### src/rtl/pi_pdc_scan_pkg.sv
// Shared types for the pad scan-chain sequencer: command opcodes, FSM states and
// scan-clock phase numbering.
package pi_pdc_scan_pkg;

  typedef enum logic [1:0] {
    SCAN_OP_SHIFT       = 2'b00,
    SCAN_OP_CAPTURE     = 2'b01,
    SCAN_OP_CHAIN_RESET = 2'b10,
    SCAN_OP_RSVD        = 2'b11
  } scan_op_e;

  typedef enum logic [2:0] {
    ST_IDLE    = 3'd0,
    ST_SHIFT   = 3'd1,
    ST_CAPTURE = 3'd2,
    ST_SRST    = 3'd3,
    ST_RESP    = 3'd4
  } scan_state_e;

  localparam logic [1:0] PH_SC0  = 2'd0;
  localparam logic [1:0] PH_GAP0 = 2'd1;
  localparam logic [1:0] PH_SC1  = 2'd2;
  localparam logic [1:0] PH_GAP1 = 2'd3;

endpackage

### src/rtl/pi_pdc_scan_clkgen.sv
// Four-phase scan clock generator: SC0 in phase 0, SC1 in phase 2, idle gaps
// between them so the two phases can never overlap.
module pi_pdc_scan_clkgen
  import pi_pdc_scan_pkg::*;
(
  input  logic       clk,
  input  logic       reset,
  input  logic       enable,
  input  logic       start,
  output logic [1:0] ph,
  output logic       run,
  output logic       sc0,
  output logic       sc1,
  output logic       bit_done
);

  logic [1:0] ph_next;
  logic       sc0_next;
  logic       sc1_next;

  assign ph_next  = start ? PH_SC0 : ph + 2'd1;
  assign bit_done = run && (ph == PH_GAP1);

  always_comb begin
    sc0_next = 1'b0;
    sc1_next = 1'b0;
    case (ph_next)
      PH_SC0:  sc0_next = 1'b1;
      PH_SC1:  sc1_next = 1'b1;
      PH_GAP0: ;
      PH_GAP1: ;
      default: ;
    endcase
  end

  // Phase outputs are registered from the next phase so they align with ph.
  always_ff @(posedge clk) begin
    if (reset || !enable) begin
      ph  <= PH_SC0;
      run <= 1'b0;
      sc0 <= 1'b0;
      sc1 <= 1'b0;
    end else begin
      ph  <= ph_next;
      run <= 1'b1;
      sc0 <= sc0_next;
      sc1 <= sc1_next;
    end
  end

endmodule

### src/rtl/pi_pdc_scan_chain_ctrl.sv
// Pad scan-chain sequencer: SHIFT / CAPTURE / CHAIN_RESET over valid/ready.
// Define PI_PDC_SCAN_CHAIN_CTRL_CHECK_EN to add expected-data compare on SHIFT.
module pi_pdc_scan_chain_ctrl
  import pi_pdc_scan_pkg::*;
#(
  parameter int unsigned CHAIN_LEN  = 16,
  parameter int unsigned RST_CYCLES = 4
) (
  input  logic                 pi_pdc_scan_chain_ctrl_clk,
  input  logic                 pi_pdc_scan_chain_ctrl_reset,
  input  logic                 cmd_valid,
  output logic                 cmd_ready,
  input  logic [1:0]           cmd_op,
  input  logic [CHAIN_LEN-1:0] cmd_wdata,
`ifdef PI_PDC_SCAN_CHAIN_CTRL_CHECK_EN
  input  logic [CHAIN_LEN-1:0] cmd_expect,
  output logic [CHAIN_LEN-1:0] rsp_mismatch,
`endif
  output logic                 rsp_valid,
  input  logic                 rsp_ready,
  output logic [CHAIN_LEN-1:0] rsp_rdata,
  output logic                 rsp_err,
  output logic                 SE0,
  output logic                 SE1,
  output logic                 SC0,
  output logic                 SC1,
  output logic                 SR,
  output logic                 scan_head_out,
  input  logic                 scan_tail_in,
  output logic                 busy
);

  localparam int unsigned BW  = $clog2(CHAIN_LEN);
  localparam int unsigned RCW = 4;

  scan_state_e          state;
  scan_op_e             op;
  logic [BW-1:0]        bitc;
  logic [RCW-1:0]       rcnt;
  logic [CHAIN_LEN-1:0] sreg;
  logic [CHAIN_LEN-1:0] rbuf;
`ifdef PI_PDC_SCAN_CHAIN_CTRL_CHECK_EN
  logic [CHAIN_LEN-1:0] exp_q;
`endif
  logic                 accept;
  logic                 last_bit;
  logic                 cg_enable;
  logic                 cg_start;
  logic                 bit_done;
  logic                 run;
  logic [1:0]           ph;

  assign op       = scan_op_e'(cmd_op);
  assign accept   = cmd_valid && cmd_ready;
  assign last_bit = (bitc == BW'(CHAIN_LEN - 1));

  // Keep the phase generator running until the last bit's final phase.
  always_comb begin
    cg_start  = 1'b0;
    cg_enable = 1'b0;
    case (state)
      ST_IDLE: begin
        if (accept && ((op == SCAN_OP_SHIFT) || (op == SCAN_OP_CAPTURE))) begin
          cg_start  = 1'b1;
          cg_enable = 1'b1;
        end
      end
      ST_SHIFT:   cg_enable = !(bit_done && last_bit);
      ST_CAPTURE: cg_enable = !bit_done;
      default:    ;
    endcase
  end

  pi_pdc_scan_clkgen u_clkgen (
    .clk      (pi_pdc_scan_chain_ctrl_clk),
    .reset    (pi_pdc_scan_chain_ctrl_reset),
    .enable   (cg_enable),
    .start    (cg_start),
    .ph       (ph),
    .run      (run),
    .sc0      (SC0),
    .sc1      (SC1),
    .bit_done (bit_done)
  );

  always_ff @(posedge pi_pdc_scan_chain_ctrl_clk) begin
    if (pi_pdc_scan_chain_ctrl_reset) begin
      state         <= ST_IDLE;
      bitc          <= '0;
      rcnt          <= '0;
      sreg          <= '0;
      rbuf          <= '0;
      cmd_ready     <= 1'b0;
      rsp_valid     <= 1'b0;
      rsp_rdata     <= '0;
      rsp_err       <= 1'b0;
      SE0           <= 1'b0;
      SE1           <= 1'b0;
      SR            <= 1'b0;
      scan_head_out <= 1'b0;
      busy          <= 1'b0;
`ifdef PI_PDC_SCAN_CHAIN_CTRL_CHECK_EN
      exp_q         <= '0;
      rsp_mismatch  <= '0;
`endif
    end else begin
      case (state)
        ST_IDLE: begin
          cmd_ready <= 1'b1;
          if (accept) begin
            cmd_ready <= 1'b0;
            busy      <= 1'b1;
            bitc      <= '0;
            rbuf      <= '0;
`ifdef PI_PDC_SCAN_CHAIN_CTRL_CHECK_EN
            exp_q     <= cmd_expect;
`endif
            case (op)
              SCAN_OP_SHIFT: begin
                state         <= ST_SHIFT;
                SE0           <= 1'b1;
                SE1           <= 1'b1;
                scan_head_out <= cmd_wdata[0];
                sreg          <= cmd_wdata >> 1;
              end
              SCAN_OP_CAPTURE: state <= ST_CAPTURE;
              SCAN_OP_CHAIN_RESET: begin
                state <= ST_SRST;
                SR    <= 1'b1;
                rcnt  <= RCW'(RST_CYCLES - 1);
              end
              default: begin
                // Reserved opcode: no scan activity, flagged error response.
                state     <= ST_RESP;
                rsp_err   <= 1'b1;
                rsp_rdata <= '0;
`ifdef PI_PDC_SCAN_CHAIN_CTRL_CHECK_EN
                rsp_mismatch <= '0;
`endif
              end
            endcase
          end
        end
        ST_SHIFT: begin
          if (run && (ph == PH_SC0)) rbuf[bitc] <= scan_tail_in;
          if (bit_done) begin
            if (last_bit) begin
              state         <= ST_RESP;
              SE0           <= 1'b0;
              SE1           <= 1'b0;
              scan_head_out <= 1'b0;
              rsp_valid     <= 1'b1;
              rsp_rdata     <= rbuf;
`ifdef PI_PDC_SCAN_CHAIN_CTRL_CHECK_EN
              rsp_mismatch  <= rbuf ^ exp_q;
              rsp_err       <= |(rbuf ^ exp_q);
`else
              rsp_err       <= 1'b0;
`endif
            end else begin
              bitc          <= bitc + 1'b1;
              scan_head_out <= sreg[0];
              sreg          <= sreg >> 1;
            end
          end
        end
        ST_CAPTURE: begin
          if (bit_done) begin
            state     <= ST_RESP;
            rsp_valid <= 1'b1;
            rsp_rdata <= '0;
            rsp_err   <= 1'b0;
`ifdef PI_PDC_SCAN_CHAIN_CTRL_CHECK_EN
            rsp_mismatch <= '0;
`endif
          end
        end
        ST_SRST: begin
          if (rcnt == '0) begin
            SR        <= 1'b0;
            state     <= ST_RESP;
            rsp_valid <= 1'b1;
            rsp_rdata <= '0;
            rsp_err   <= 1'b0;
`ifdef PI_PDC_SCAN_CHAIN_CTRL_CHECK_EN
            rsp_mismatch <= '0;
`endif
          end else begin
            rcnt <= rcnt - 1'b1;
          end
        end
        ST_RESP: begin
          // Response fields stay frozen until the consumer takes them.
          if (!rsp_valid) begin
            rsp_valid <= 1'b1;
          end else if (rsp_ready) begin
            rsp_valid <= 1'b0;
            state     <= ST_IDLE;
            busy      <= 1'b0;
            cmd_ready <= 1'b1;
          end
        end
        default: state <= ST_IDLE;
      endcase
    end
  end

endmodule

### config.mk
export PLATFORM = sky130hd
export DESIGN_NAME = pi_pdc_scan_chain_ctrl
export DESIGN_NICKNAME = d
export VERILOG_FILES = /design/src/rtl/pi_pdc_scan_pkg.sv /design/src/rtl/pi_pdc_scan_clkgen.sv /design/src/rtl/pi_pdc_scan_chain_ctrl.sv
export SDC_FILE = /design/constraint.sdc
export NUM_CORES = 1
export LEC_CHECK = 0
export ABC_AREA = 0
export CORE_ASPECT_RATIO = 1.4
export CORE_UTILIZATION = 45
export DETAILED_ROUTE_END_ITERATION = 10
export PLACE_DENSITY = 0.68
export SLEW_MARGIN = 20
export SYNTH_ARGS = -nofsm -noshare
export SYNTH_HDL_FRONTEND = slang
export SYNTH_SLANG_ARGS = --single-unit
### constraint.sdc
create_clock -name pi_pdc_scan_chain_ctrl_clk -period 4.55 [get_ports pi_pdc_scan_chain_ctrl_clk]
set_input_delay 0.91 -clock pi_pdc_scan_chain_ctrl_clk [delete_from_list [all_inputs] [get_ports pi_pdc_scan_chain_ctrl_clk]]
set_output_delay 0.91 -clock pi_pdc_scan_chain_ctrl_clk [all_outputs]
set_load 0.005 [all_outputs]
# --- After elaboration in Yosys (flattened, before gate mapping) ---
# Index checks and enable logic that the tools add are counted.
totals:
  in_bits: 23
  reg_bits: 71
  word_cells: 153
  out_inout_bits: 26
op_classes:
  n_mux: 75
  order_cmp: 2
  reduce_logical: 34
  n_eq_ne: 22
  add_sub_neg: 3
op_table:
  columns: ["op", "n"]
  rows:
  - ["2-to-1 mux 16 bit", 12]
  - ["case mux 16 bit (2 select lines)", 2]
  - ["case mux 16 bit (4 select lines)", 1]
  - ["2-to-1 mux 1 bit", 32]
  - ["2-to-1 mux 4 bit", 6]
  - ["inequality test 2 bit (second input constant)", 12]
  - ["2-to-1 mux 3 bit", 7]
  - ["AND reduction 4 bit", 5]
  - ["bitwise mux 16 bit", 1]
  - ["case mux 4 bit (2 select lines)", 2]
  - ["case mux 3 bit (5 select lines)", 1]
  - ["AND reduction 5 bit", 3]
  - ["AND reduction 7 bit", 2]
  - ["case mux 1 bit (2 select lines)", 5]
  - ["case mux 3 bit (3 select lines)", 1]
  - ["case mux 1 bit (4 select lines)", 2]
  - ["nonzero test 4 bit", 2]
  - ["equality test 2 bit (second input constant)", 3]
  - ["equality test 3 x 2 -> 1 bit (second input constant)", 2]
  - ["logical AND 1 bit", 6]
  - ["logical NOT 2 bit", 3]
  - ["AND reduction 3 bit", 2]
  - ["nonzero test 2 bit", 3]
  - ["< comparator 4 x 5 -> 1 bit (second input constant)", 1]
  - ["17 further kinds", 20]

# --- Depth between registers and ports, before layout ---
depth:
  depth_word: 8
  mapped_depth: 9
  depth_no_buf: 6

# --- By module ---
# Synthesis repeated with hierarchy kept, for this count alone.
hier_totals:
  hier_cells: 408
  hier_area_um2: 3437.0
by_module_without_submodules:
  columns: ["mod", "area_per_inst_um2", "cells_each", "instances"]
  rows:
  - ["pi_pdc_scan_chain_ctrl", 3269.4, 395, 1]
  - ["pi_pdc_scan_clkgen", 167.7, 13, 1]

# --- Worst setup path before layout ---
# No wires, ideal clock.
synth_path:
  kind: "input -> register"
  startpoint: "input port cmd_op[0]"
  endpoint: "register rsp_rdata[10]"
  t_required_ps: 4419
  setup_time_ps: 131
  arrival_time_ps: 2089
  cell_stages: 6
  slack_ps: 2330
  n_path_buf: 2
  cell_sequence: "ha_1 -> o31ai_2 -> or3_1 -> buf_2 -> buf_2 -> o21ai_1"
synth_between:
  elab_chain_len: 4
synth_lines:
  columns: ["element", "line", "text"]
  rows:
  - ["from (decl)", "pi_pdc_scan_chain_ctrl.sv:13", "input logic [1:0] cmd_op,"]
  - ["equality test 2 x 1 -> 1 bit (tied with other cells)", "pi_pdc_scan_chain_ctrl.sv:118", "case (op)"]
  - ["OR reduction 3 bit (no line) (*)", null, null]
  - ["inequality test 2 bit (no line) (*)", null, null]
  - ["AND reduction 7 bit (no line) (*)", null, null]
  - ["to (signal assigned)", "pi_pdc_scan_chain_ctrl.sv:153", "rsp_rdata <= rbuf;"]
  - ["to (decl)", "pi_pdc_scan_chain_ctrl.sv:21", "output logic [CHAIN_LEN-1:0] rsp_rdata,"]
# Mark *: on every way between the ends. The rest lies on a longest branch, timed or not.
# A chain may end at the register's enable or synchronous reset.

# --- Final worst setup path ---
layout_path:
  startpoint: "input port cmd_valid"
  endpoint: "register rsp_rdata[3]"
layout_between:
  elab_chain_len: 3
layout_lines:
  columns: ["element", "line", "text"]
  rows:
  - ["from (decl)", "pi_pdc_scan_chain_ctrl.sv:11", "input logic cmd_valid,"]
  - ["logical AND 1 bit", "pi_pdc_scan_chain_ctrl.sv:54", "assign accept = cmd_valid && cmd_ready;"]
  - ["inequality test 2 bit (no line)", null, null]
  - ["AND reduction 7 bit (no line)", null, null]
# Every way passes these cells.

==> flow_summary.toml <==
[outcome]
outcome = "completed"

[cts]
post_cts_resized = 0
cts.sinks = 70
cts_tree = "built"
clkTransAtPathRegs_ps = 80
postCtsSetupBuffers = 0
cts_hold_buf = 0
cts_max_level = 3
numCtsBuffers = 9
cts_root_buf = "clkbuf_8"
insertion_delay_ps = 350
clk_path_buf_depth = 2

[power]
switching_power_w = 0.000831
seq_power_share = 0.380
internal_power_w = 0.00125
power_density_nw_per_um2 = 505
swShare = 0.400
irDropWorstVdd_uv = 390
clock_power_share = 0.253
leakagePower_nw = 1.37
pwr-share-comb = 0.367

[global_routing]
grt-ovfl-total = 0
grt_max_degree = 49
grt_pass1_vias = 2885
grt_pass1_wl_mm = 13.9
antenna_found_initial = 0
track_usage = 0.217

[synth]
synth_edf_count = 0
synthFlopType = "dfxtp_1"
postSynthNetCount = 454
synth_area_leader_cell = "dfxtp_1"
netlist_area_um2 = 3460
synth_cell_types = 53
ys_async_sr_fraction = 0
synthCells = 419
yosys.area.top_type_share = 0.405
synth.area.top_cells = "dfxtp_1, a21oi_1, nand3_1"
yosys_warnings = 0
synth.avg_cell_area_um2 = 8.25
ys_ff_latch = 70
synth-seq-area-share = 0.405

[finish]
fillers = 721
area_delta_synth_final_pct = 19.0
post-route-util = 0.556
drive_above_1_share = 0.0608
n_antenna_cell = 0
multi_input_area_um2 = 1830
num-nets-final = 474
ff_latch_area_um2 = 1400
fin_area_um2 = 4120

[detailed_routing]
vias = 3212
ant_nets = 0
first_pass_iters = 5
routed_wl_mm = 8.46
vias_per_cell = 5.94
drc = 0
drt_first_iter_violations = 146
wire_per_inst_um = 15.6

[floorplanning]
die_x_um = 76.1
start_util = 0.467
dieArea_um2 = 8040
core_area_um2 = 7410
rows = 37
die_y_um = 106
ios = 49

[critical_path]
cp_max_fo = 21
arrival_ps = 3110
worstPathRequired_ps = 4770
cp-start-kind = "input port"
max_stage_delay_ps = 530
crit_path_cell_trace = "clkdlybuf4s50_1 -> a2111oi_2 -> a21o_1 -> or3_1 -> o21ai_1"
cp_slowest_cell = "or3_1"
path_class = "input port to flip-flop"
cp-end-kind = "flip-flop"

[sta]
max_freq_mhz = 346
clock_skew_ps = 10.3
fin_crit_sh = 0.636
tns_ps = 0
relSlewSlack = 0.345
worstMarginPinSlew_ps = 982
rsz0062_at_grt = "false"
post-route-min-period_ps = 2890
finalSetupViolations = 0
slew_violations = 0
whs_ps = 473
final_hold_viol_count = 0

[place]
port_buffers = 48
gp_congestion = 0.834
placed_area_um2 = 3890
dpl.hpwl_mm = 5.70

[worst_hold_path]
hold_path.class = "flip-flop to flip-flop"

[flow_run]
max_cap_violations = 0
==> layer usage <==
metal  up-vias  global-route usage  wire, um
met1      1510               0.254      3520
met5         -                   0         0
met3        19              0.0468       350
li1       1591                   -         -
met2        92               0.369      4310
met4         0               0.117       277
==> critical path: cells and delay by family <==
family	cells	cell delay, ps
and+or+nand+nor	1	530
AOI/OAI and AO/OA	3	1170
buffers and inverters	1	490
==> per-stage QoR <==
stage	cells	setup slack [ps]	power, W
floorplan	419	2330	0.00138
global placement	525	1300	0.00153
detailed placement	525	1190	0.00154
CTS	541	1550	0.00207
global route	541	1520	0.00221
finish	541	1660	0.00208
==> sequential cells by signal, summed over array words and instances (netlist names) <==
| register | count |
|---|---|
| u_clkgen.run | 1 |
| u_clkgen.sc0 | 1 |
| bitc | 4 |
| rsp_err | 1 |
| state | 3 |
| u_clkgen.ph | 2 |
| rcnt | 4 |
| cmd_ready | 1 |
| rsp_valid | 1 |
| sreg | 15 |
| SE1 | 1 |
| busy | 1 |
| u_clkgen.sc1 | 1 |
| rbuf | 16 |
| SR | 1 |
| rsp_rdata | 16 |
| scan_head_out | 1 |
==> path summary, 6_finish.rpt <==
kind                                start            to  slack, ps  cells after the start
worst min-delay path              sreg[2]       sreg[1]        470                      2
worst min register to register    sreg[2]       sreg[1]        470                      2
worst max-delay path            cmd_valid  rsp_rdata[3]       1660                      5
worst max register to register   state[0]  rsp_rdata[3]       1870                      5
==> power by group through the flow <==
stage	Clock [W]	Combinational, W	Sequential [W]
finish	0.000525	0.000763	0.000790
global route	0.000562	0.000844	0.000804
CTS	0.000539	0.000747	0.000785
detailed placement	0	0.000743	0.000797
global placement	0	0.000730	0.000796
floorplan	0	0.000623	0.000756
==> cells in the mapped netlist, types with 6 or more instances <==
| cell | n |
|---|---|
| dfxtp_1 | 70 |
| a21oi_1 | 56 |
| nand3_1 | 38 |
| nand2_1 | 35 |
| o21ai_1 | 25 |
| clkbuf_1 | 24 |
| a311oi_1 | 14 |
| buf_2 | 13 |
| ha_1 | 12 |
| inv_1 | 12 |
| o21ai_0 | 12 |
| nor2_1 | 10 |
| nor3_1 | 10 |
| o311ai_0 | 10 |
| nand4_1 | 7 |
| o311ai_1 | 6 |
==> placed cells by master (no fill, tap or decap), types with 11 or more instances in the layout <==
cell type,n
nand2_1,35
o21ai_0,12
dfxtp_1,70
a21oi_1,56
o21ai_1,25
a311oi_1,14
clkbuf_8,11
ha_1,12
clkdlybuf4s50_1,48
nand3_1,38
inv_1,12
==> layout make-up <==
class	instances	area share
clock buffer	11	0.0368
clock inverter	5	0.0137
inverter	12	0.0109
multi-input combinational	294	0.445
sequential	70	0.341
tap	97	0.0295
timing repair buffer	52	0.124
==> kinds of logic after synthesis <==
kind of cell | count (synthesis) | share of synthesized area
DFF | 70 | 0.405
xor gates and xnor gates | 3 | 0.00760
buffers and inverters | 55 | 0.0716
and+or+nand+nor | 128 | 0.191
adders and majority gates | 12 | 0.0434
AOI/OAI and AO/OA | 151 | 0.281
No activity file was read; power rests on OpenSTA's default activity.
